### config.mk
export PLATFORM = sky130hd
export DESIGN_NAME = main_fsm
export DESIGN_NICKNAME = d
export VERILOG_FILES = /design/src/rtl/main_fsm.sv
export SDC_FILE = /design/constraint.sdc
export NUM_CORES = 1
export LEC_CHECK = 0
export ABC_AREA = 1
export BUFFER_PORTS_ARGS = -buffer_cell sky130_fd_sc_hd__buf_2
export CORE_MARGIN = 10
export CORE_UTILIZATION = 39
export CTS_BUF_LIST = sky130_fd_sc_hd__clkbuf_2
export DETAILED_ROUTE_END_ITERATION = 8
export MAX_ROUTING_LAYER = met4
export PLACE_DENSITY = 0.67
export SLEW_MARGIN = 20
export SYNTH_ARGS = -nofsm -noshare
export SYNTH_HDL_FRONTEND = slang
export SYNTH_SLANG_ARGS = --single-unit
### constraint.sdc
create_clock -name clk -period 1.9 [get_ports clk]
set_clock_uncertainty 0.1 [all_clocks]
set_input_delay 0.095 -clock clk [delete_from_list [all_inputs] [get_ports clk]]
set_output_delay 0.095 -clock clk [all_outputs]
set_load 0.01 [all_outputs]
### src/rtl/main_fsm.sv
// Multicycle main controller: fetch/decode/execute/memory/writeback sequencing
// with Moore datapath selects and an FPU start/done handshake guarded by a timeout.
module main_fsm #(
  parameter int FPU_TIMEOUT = 16
) (
  input  logic       clk,
  input  logic       reset,
  input  logic [1:0] Op,
  input  logic [5:0] Funct,
  input  logic       FPUDone,
  output logic       IRWrite,
  output logic       NextPC,
  output logic       AdrSrc,
  output logic [1:0] ALUSrcA,
  output logic [1:0] ALUSrcB,
  output logic       ALUOp,
  output logic [1:0] ResultSrc,
  output logic       ResSrc,
  output logic       RegW,
  output logic       MemW,
  output logic       Branch,
  output logic       FPUStart,
  output logic       FPUErr
);

  localparam int CW = (FPU_TIMEOUT > 2) ? $clog2(FPU_TIMEOUT) : 1;
  localparam logic [CW-1:0] WAIT_LAST = CW'(FPU_TIMEOUT - 1);

  typedef enum logic [3:0] {
    S_FETCH, S_DECODE, S_MEMADR, S_MEMRD, S_MEMWB, S_MEMWR,
    S_EXECUTER, S_EXECUTEI, S_ALUWB, S_BRANCH, S_FPUEX, S_FPUWB
  } state_t;

  state_t          state, state_next;
  logic [CW-1:0]   wait_cnt;
  logic            err_set;
  logic            raw_ir_write, raw_next_pc, raw_reg_w, raw_mem_w, raw_branch;

  // Funct[4:1] belong to the ALU decoder downstream, not to this controller.
  logic funct_unused;
  assign funct_unused = &{1'b0, Funct[4:1]};

  // NOTE: sequential state uses non-blocking assignments so every register
  // samples the pre-edge values, independent of statement order.
  always_ff @(posedge clk or negedge reset) begin
    if (!reset) begin
      state    <= S_FETCH;
      wait_cnt <= '0;
      FPUErr   <= 1'b0;
    end else begin
      state    <= state_next;
      wait_cnt <= (state == S_FPUEX) ? wait_cnt + CW'(1) : '0;
      if (err_set) FPUErr <= 1'b1;
    end
  end

  // NOTE: every combinational output gets a default before the case so no
  // path leaves a signal unassigned and no latch is inferred.
  always_comb begin
    state_next = state;
    err_set    = 1'b0;
    case (state)
      S_FETCH:    state_next = S_DECODE;
      S_DECODE: begin
        case (Op)
          2'b00:   state_next = Funct[5] ? S_EXECUTEI : S_EXECUTER;
          2'b01:   state_next = S_MEMADR;
          2'b10:   state_next = S_BRANCH;
          default: state_next = S_FPUEX;
        endcase
      end
      S_MEMADR:   state_next = Funct[0] ? S_MEMRD : S_MEMWR;
      S_MEMRD:    state_next = S_MEMWB;
      S_MEMWB:    state_next = S_FETCH;
      S_MEMWR:    state_next = S_FETCH;
      S_EXECUTER: state_next = S_ALUWB;
      S_EXECUTEI: state_next = S_ALUWB;
      S_ALUWB:    state_next = S_FETCH;
      S_BRANCH:   state_next = S_FETCH;
      S_FPUEX: begin
        // A done on the timeout cycle still completes normally.
        if (FPUDone) begin
          state_next = Funct[0] ? S_FETCH : S_FPUWB;
        end else if (wait_cnt == WAIT_LAST) begin
          err_set    = 1'b1;
          state_next = S_FETCH;
        end
      end
      S_FPUWB:    state_next = S_FETCH;
      default:    state_next = S_FETCH;
    endcase
  end

  always_comb begin
    raw_ir_write = 1'b0;
    raw_next_pc  = 1'b0;
    raw_reg_w    = 1'b0;
    raw_mem_w    = 1'b0;
    raw_branch   = 1'b0;
    AdrSrc       = 1'b0;
    ALUSrcA      = 2'd0;
    ALUSrcB      = 2'd0;
    ALUOp        = 1'b0;
    ResultSrc    = 2'd0;
    ResSrc       = 1'b0;
    case (state)
      S_FETCH: begin
        raw_ir_write = 1'b1;
        raw_next_pc  = 1'b1;
        ALUSrcA      = 2'd1;
        ALUSrcB      = 2'd2;
        ResultSrc    = 2'd2;
      end
      S_DECODE: begin
        ALUSrcA   = 2'd1;
        ALUSrcB   = 2'd2;
        ResultSrc = 2'd2;
      end
      S_MEMADR:   ALUSrcB = 2'd1;
      S_MEMRD:    AdrSrc  = 1'b1;
      S_MEMWB: begin
        ResultSrc = 2'd1;
        raw_reg_w = 1'b1;
      end
      S_MEMWR: begin
        AdrSrc    = 1'b1;
        raw_mem_w = 1'b1;
      end
      S_EXECUTER: ALUOp = 1'b1;
      S_EXECUTEI: begin
        ALUSrcB = 2'd1;
        ALUOp   = 1'b1;
      end
      S_ALUWB:    raw_reg_w = 1'b1;
      S_BRANCH: begin
        ALUSrcB    = 2'd1;
        ResultSrc  = 2'd2;
        raw_branch = 1'b1;
      end
      S_FPUEX:    ResSrc = 1'b1;
      S_FPUWB: begin
        ResSrc    = 1'b1;
        ResultSrc = 2'd3;
        raw_reg_w = 1'b1;
      end
      default: ;
    endcase
  end

  // Strobes are gated by reset so the FETCH state held during reset emits nothing.
  assign IRWrite  = raw_ir_write & reset;
  assign NextPC   = raw_next_pc  & reset;
  assign RegW     = raw_reg_w    & reset;
  assign MemW     = raw_mem_w    & reset;
  assign Branch   = raw_branch   & reset;
  assign FPUStart = (state == S_FPUEX) && (wait_cnt == '0) && reset;

endmodule

Yosys cells after proc, flatten, opt, wreduce, memory -nomap -nowiden

Index checks and enable logic that the tools add are counted.

Register bits: 9

Add/subtract/negate cells: 1
Eq/ne operators: 15
Reductions and logical operators: 12
Muxes and demuxes: 21
Bitwise gates (word level): 4

Operators with widths:

| cell                  | number |
|---|---|
| $pmux W4 S6           | 1 |
| $eq A4 B4 Y1 const B  | 5 |
| $eq A4 B3 Y1 const B  | 4 |
| $mux W4               | 4 |
| $mux W1               | 12 |
| $pmux W4 S3           | 1 |
| $reduce_or A3 Y1      | 3 |
| $eq A4 B2 Y1 const B  | 2 |
| $logic_not A4 Y1      | 2 |
| $reduce_or A2 Y1      | 4 |
| $pmux W2 S3           | 1 |
| $add A4 B1 Y4 const B | 1 |
| $and A1 B1 Y1         | 4 |
| $eq A4 B1 Y1 const B  | 1 |
| $pmux W2 S2           | 1 |
| $mux W3               | 1 |
| $ne A3 B3 Y1 const B  | 1 |
| $eq A2 B1 Y1 const B  | 1 |
| $eq A2 B2 Y1 const B  | 1 |
| $logic_and A1 B1 Y1   | 2 |
| $logic_not A2 Y1      | 1 |

Depth between registers and ports, before layout

Gate-level depths: netlist of the first run.

Depth in word-level cells: 4
Gate-level depth with buffers: 7
Gate-level depth less buffers: 6

Least setup slack after synthesis of the first run

No wires, ideal clock.

Path kind: register to output
From: register state[2]
To: output NextPC
Setup slack: 0.297 ns
Data required time: 1.705 ns
Arrival: 1.408 ns
Path buffers: 1
Cell stages (with the launch flop): 5
Cells stage by stage: dfrtp_1 nor2_2 inv_2 nor4_1 buf_4

Longest elaborated chain between the ends: 3

Ends and longest elaborated chain:

| item                   | line | source |
|---|---|---|
| from (decl)            | 34   | `state_t state, state_next;` |
| from (signal assigned) | 51   | `state <= state_next;` |
| $logic_not A4 Y1       | n/a  |  |
| $mux W1                | n/a  |  |
| $and A1 B1 Y1          | n/a  |  |
| to (decl)              | 12   | `output logic NextPC,` |

Every way passes these cells.

Worst setup path in the final report of the first run

From: register state[2]
To: output IRWrite

Longest elaborated chain between the ends: 3

Ends and longest elaborated chain:

| item             | line | source |
|---|---|---|
| $logic_not A4 Y1 | 106  | `case (state)` |
| $mux W1          | 106  |  |
| $and A1 B1 Y1    | 151  | `assign IRWrite = raw_ir_write & reset;` |
| to (decl)        | 11   | `output logic IRWrite,` |

Every way passes these cells.

==> results.json, run 1 <==
{
  "wl_met2_um": 710,
  "cp.arrival_ps": 1520,
  "start_kind": "flip-flop",
  "first_iter_violations": 9,
  "drive_gt1_share_pct": 29.5,
  "synth_top_family_by_area": "simple AND/OR/NAND/NOR gates",
  "cp-end-kind": "output pin",
  "hold_path.class": "in2reg",
  "grt_max_degree": 13,
  "initial_core_util_pct": 42.2,
  "cts_buffers": 3,
  "synth_seq_area_share_pct": 34.2,
  "vias": 655,
  "syn-instance-count": 98,
  "cts_tree": "yes",
  "crit_chain": "nor2_2 > inv_2 > nor4_1 > buf_2",
  "yosys_warnings": 0,
  "period_share_pct": 90.0,
  "cap_violations": 0,
  "grt_usage_pct": 9.14,
  "vias_per_cell": 4.75,
  "crit_path_start": "state[2]",
  "die-area_um2": 3730,
  "ir_drop_mv": 0.480,
  "io_buffers": 21,
  "fmax_mhz": 585,
  "cts-root-buf": "clkbuf_2",
  "crit_required_ps": 1700,
  "path_max_fanout": 7,
  "syn_nets": 111,
  "cp_top_family": "simple AND/OR/NAND/NOR gates",
  "min_period_ps": 1710,
  "dr_wl_met3_um": 119,
  "grt_pass1_vias": 584,
  "syn_to_final_growth_pct": 21.7,
  "io_pins": 27,
  "drv_slew": 0,
  "cts_max_path_buffers": 2,
  "clock-sinks": 9,
  "rsz0062_at_grt": "false",
  "antenna_found_initial": 0,
  "hpwl_um": 1250,
  "syn_area_per_cell_um2": 6.72,
  "drc": 0,
  "cp_slowest_cell": "dfrtp_1",
  "cts_max_level": 1,
  "hold_viol": 0,
  "syn_area_um2": 658,
  "min_from": "FPUDone",
  "setup_viol": 0,
  "synthSimpleGateAreaFrac_pct": 37.6,
  "die_w_um": 61.1,
  "yosysUniqueCellTypes": 20,
  "total_power_mw": 0.888,
  "most-common-layout-cells": "21 x nand2_1, 21 x buf_2, 17 x inv_1",
  "highest_layer": "met4",
  "timing.rr.start": "state[1]",
  "fill_cells": 169,
  "yosys.area_share.adder_pct": 3.80,
  "drt_first_pass_iters": 4,
  "die_h_um": 61.1,
  "diodes": 0,
  "fin_nets": 136,
  "critPathMaxStageDelay_ps": 440,
  "synthXorXnorAreaFrac_pct": 0,
  "ant_nets": 0,
  "crit_type": "reg2out",
  "gp_congestion": 0.777,
  "wl_met1_um": 662,
  "ys_ff_latch": 9,
  "wl_um": 1500,
  "muxShareOfSynthArea_pct": 0,
  "core_um2": 1560,
  "routedWlPerCell_um": 10.9,
  "synth_compound_area_share_pct": 8.94,
  "critPathBufInv": 2,
  "grt-ovfl-total": 0,
  "clk_latency_ps": 240,
  "num_rows": 14,
  "final.setup.tns_ps": 0,
  "grt_first_pass_wirelength_um": 2490,
  "status": "finished clean",
  "pwr_density_cell_nw_per_um2": 1110,
  "p_leak_nw": 0.467,
  "clkTransAtPathRegs_ps": 90
}
registers in the layout (all words and copies together) (netlist names):
name      count
FPUErr        1
state         4
wait_cnt      4
cell type report:
type | instances | area (µm²) | share of cell area, %
sequential | 9 | 225 | 28.1
tap | 16 | 20.0 | 2.50
timing repair buffer | 23 | 125 | 15.6
multi-input combinational | 66 | 335 | 41.9
clock buffer | 4 | 20.0 | 2.50
inverter | 20 | 75.1 | 9.38
layer usage:
layer | vias to the layer above | global-route usage, %
li1 | 353 | -
met1 | 285 | 10.0
met2 | 15 | 14.6
met3 | 2 | 3.91
met4 | 0 | 2.93
met5 | - | -
stage by stage:
stage	instances	util (%)	area, µm²	setup slack [ps]	hold WS (ps)
global placement	132	48.8	761	456	-127
detailed placement	132	48.8	761	452	-124
floorplan	98	-	658	297	-301
finish	138	51.4	801	189	21.1
CTS	138	51.4	801	177	12.4
global route	138	51.4	801	7.21	33.2
worst paths after layout:
kind / end / slack [ps] / cells past startpoint
max in group asynchronous: wait_cnt[0] / 1340 / 2
setup reg to reg: state[3] / 480 / 6
hold / removal: FPUErr / 20 / 4
hold reg to reg: FPUErr / 380 / 1
setup / recovery: IRWrite / 190 / 4
min in group asynchronous: FPUErr / 140 / 2
report_power, final:
| part | total [mW] | internal (mW) | switching, mW |
|---|---|---|---|
| logic | 0.471 | 0.178 | 0.292 |
| clock network | 0.118 | 0.0559 | 0.0623 |
| registers | 0.299 | 0.226 | 0.0733 |
worst reg2reg max path, stage by stage (launching register included):
cell and delay, ps:
dfrtp_1 600, inv_1 110, nor2_1 200, nand2_2 130, nor2_2 110, nor2_1 70
nand2_1 50
what timing repair did:
action | CTS | global route
hold buffers | 2 | 0
gates resized for setup | 0 | 0
hold endpoints to repair | 10 | 0
setup buffers | 0 | 0
cell families (layout without fill, tap and decap cells):
group | Yosys count | after routing
and+or+nand+nor | 53 | 53
other | 1 | 1
DFF | 9 | 9
adders and majority gates | 2 | 2
AOI/OAI and AO/OA | 10 | 10
buffers and inverters | 23 | 47
synthesized netlist by cell type:
| master | n | area share (%) |
|---|---|---|
| a21oi_1 | 2 | 1.5 |
| o21ai_0 | 4 | 3.0 |
| nor2_2 | 5 | 4.8 |
| o22ai_1 | 1 | 0.95 |
| nand4_1 | 1 | 0.95 |
| nor4_1 | 1 | 0.95 |
| nand2_1 | 21 | 12 |
| nand3b_1 | 1 | 1.1 |
| conb_1 | 1 | 0.57 |
| nand3_1 | 8 | 6.1 |
| nand2_2 | 1 | 0.95 |
| inv_1 | 17 | 9.7 |
| dfrtp_1 | 9 | 34 |
| nor2_4 | 2 | 3.4 |
| buf_4 | 3 | 3.4 |
| ha_1 | 2 | 3.8 |
| nor2_1 | 13 | 7.4 |
| o21bai_1 | 1 | 1.1 |
| inv_2 | 3 | 1.7 |
| o211ai_1 | 2 | 2.3 |
Power figures use the tool's default switching activity.
==> run 2, diff against run 1 <==
--- a/config.mk
+++ b/config.mk
@@ -7,7 +7,7 @@
 export LEC_CHECK = 0
 export ABC_AREA = 1
 export BUFFER_PORTS_ARGS = -buffer_cell sky130_fd_sc_hd__buf_2
-export CORE_MARGIN = 10
+export CORE_MARGIN = 2
 export CORE_UTILIZATION = 39
 export CTS_BUF_LIST = sky130_fd_sc_hd__clkbuf_2
 export DETAILED_ROUTE_END_ITERATION = 8
==> run 2 against run 1 <==
  * Register-to-register slack better by 70 ps
  * Die area decreased by 46%
  * Sequential share of layout area is 0.66 points lower
  * Largest power group unchanged
  * Critical endpoint unchanged
==> results.json, run 2 (synthesized netlist as in run 1, its figures left out) <==
{
  "die-area_um2": 2030,
  "path_max_fanout": 7,
  "hpwl_um": 1200,
  "grt_first_pass_wirelength_um": 2570,
  "clkTransAtPathRegs_ps": 90,
  "hold_path.class": "in2reg",
  "cp_slowest_cell": "dfrtp_1",
  "worstRegToRegCells": 6,
  "io_buffers": 21,
  "die_w_um": 45.1,
  "ant_nets": 0,
  "initial_core_util_pct": 42.7,
  "core_um2": 1540,
  "fill_cells": 161,
  "timing.rr.start": "state[1]",
  "io_pins": 27,
  "cts_max_level": 1,
  "cap_violations": 0,
  "min_to": "state[2]",
  "syn_to_final_growth_pct": 25.3,
  "drc": 0,
  "cp-end-kind": "output pin",
  "min_period_ps": 1650,
  "start_kind": "flip-flop",
  "status": "finished clean",
  "setup_viol": 0,
  "grt_usage_pct": 18.1,
  "first_iter_violations": 11,
  "drt_first_pass_iters": 4,
  "vias_per_cell": 4.80,
  "clk_latency_ps": 260,
  "reg_top3": "state (4), wait_cnt (4), FPUErr (1)",
  "crit_type": "reg2out",
  "fin_cells": 140,
  "crit_path_start": "state[2]",
  "multi_input_area_um2": 340,
  "crit_chain": "nor2_4 > inv_2 > nor4_1 > buf_2",
  "cp.arrival_ps": 1450,
  "ff_latch_area_um2": 226,
  "antenna_found_initial": 0,
  "grt_pass1_vias": 614,
  "pwr_density_cell_nw_per_um2": 1100,
  "clock-sinks": 9,
  "r2r-end": "state[0]",
  "grt_max_degree": 12,
  "fmax_mhz": 606,
  "num_rows": 14,
  "gp_congestion": 0.789,
  "crit_required_ps": 1700,
  "ir_drop_mv": 0.531,
  "cts_buffers": 3,
  "final.setup.tns_ps": 0,
  "cts_max_path_buffers": 2,
  "cts_tree": "yes",
  "die_h_um": 45.1,
  "drive_gt1_share_pct": 30.6,
  "min_path_cells": 3,
  "rsz0062_at_grt": "false",
  "p_leak_nw": 0.476,
  "grt-ovfl-total": 0,
  "period_share_pct": 86.8,
  "critPathMaxStageDelay_ps": 460,
  "min_from": "Op[1]",
  "wl_um": 1460,
  "diodes": 0,
  "vias": 672,
  "cts-root-buf": "clkbuf_2",
  "hold_viol": 0,
  "drv_slew": 0,
  "fin_nets": 138,
  "most-common-layout-cells": "21 x nand2_1, 21 x buf_2, 17 x inv_1",
  "placed_cells": 133,
  "routedWlPerCell_um": 10.4,
  "post_cts_buffers": 0,
  "reg2reg_slack_ps": 550
}
==> run 2: area by class of cell <==
cell class | instances | area share [%]
tap | 16 | 2.43
multi-input combinational | 66 | 41.3
timing repair buffer | 25 | 17.3
clock buffer | 3 | 1.82
sequential | 9 | 27.5
clock inverter | 1 | 0.607
inverter | 20 | 9.10
==> run 2: worst max-delay path by stage <==
stage | cells after the start | end
floorplan | 4 | NextPC
global placement | 5 | FPUStart
detailed placement | 5 | FPUStart
CTS | 5 | FPUStart
global route | 4 | IRWrite
finish | 4 | IRWrite
==> run 2: per-layer routing <==
metal	vias to the layer above	part of all wire, %	global-route usage, %
met3	2	6.5	6.00
met5	-	0	-
met2	19	47	28.6
met4	0	0.55	3.53
met1	298	46	22.7
li1	353	-	-
==> run 2: power by group <==
| part | total, mW | internal (mW) | leakage (nW) | switching, mW |
|---|---|---|---|---|
| clock | 0.118 | 0.0476 | 0.0164 | 0.0709 |
| combinational | 0.479 | 0.185 | 0.340 | 0.294 |
| sequential | 0.307 | 0.227 | 0.120 | 0.0799 |
==> run 2: repair_timing <==
| item | CTS | global route |
|---|---|---|
| endpoints found under the hold margin | 11 | 0 |
| hold buffers | 3 | 0 |
| endpoints found under the setup margin | 0 | 3 |
| gates resized for setup | 0 | 2 |
==> run 2: metrics by stage <==
stage	utilization [%]	setup WS, ps	cell area (µm²)	power, mW	hold slack (ps)
2_1_floorplan	-	297	658	0.634	-301
3_3_place_gp	49.8	454	768	0.764	-53.5
3_5_place_dp	49.8	440	768	0.783	-49.6
4_1_cts	53.1	133	818	0.910	58.7
5_1_grt	53.5	66.9	825	1.00	89.4
6_report	53.5	251	825	0.905	79.1
==> run 2: critical path, delay by kind of cell (launching register included) <==
| kind | cells | cell delay [ps] |
|---|---|---|
| buffers and inverters | 2 | 290 |
| DFF | 1 | 460 |
| and+or+nand+nor | 2 | 440 |
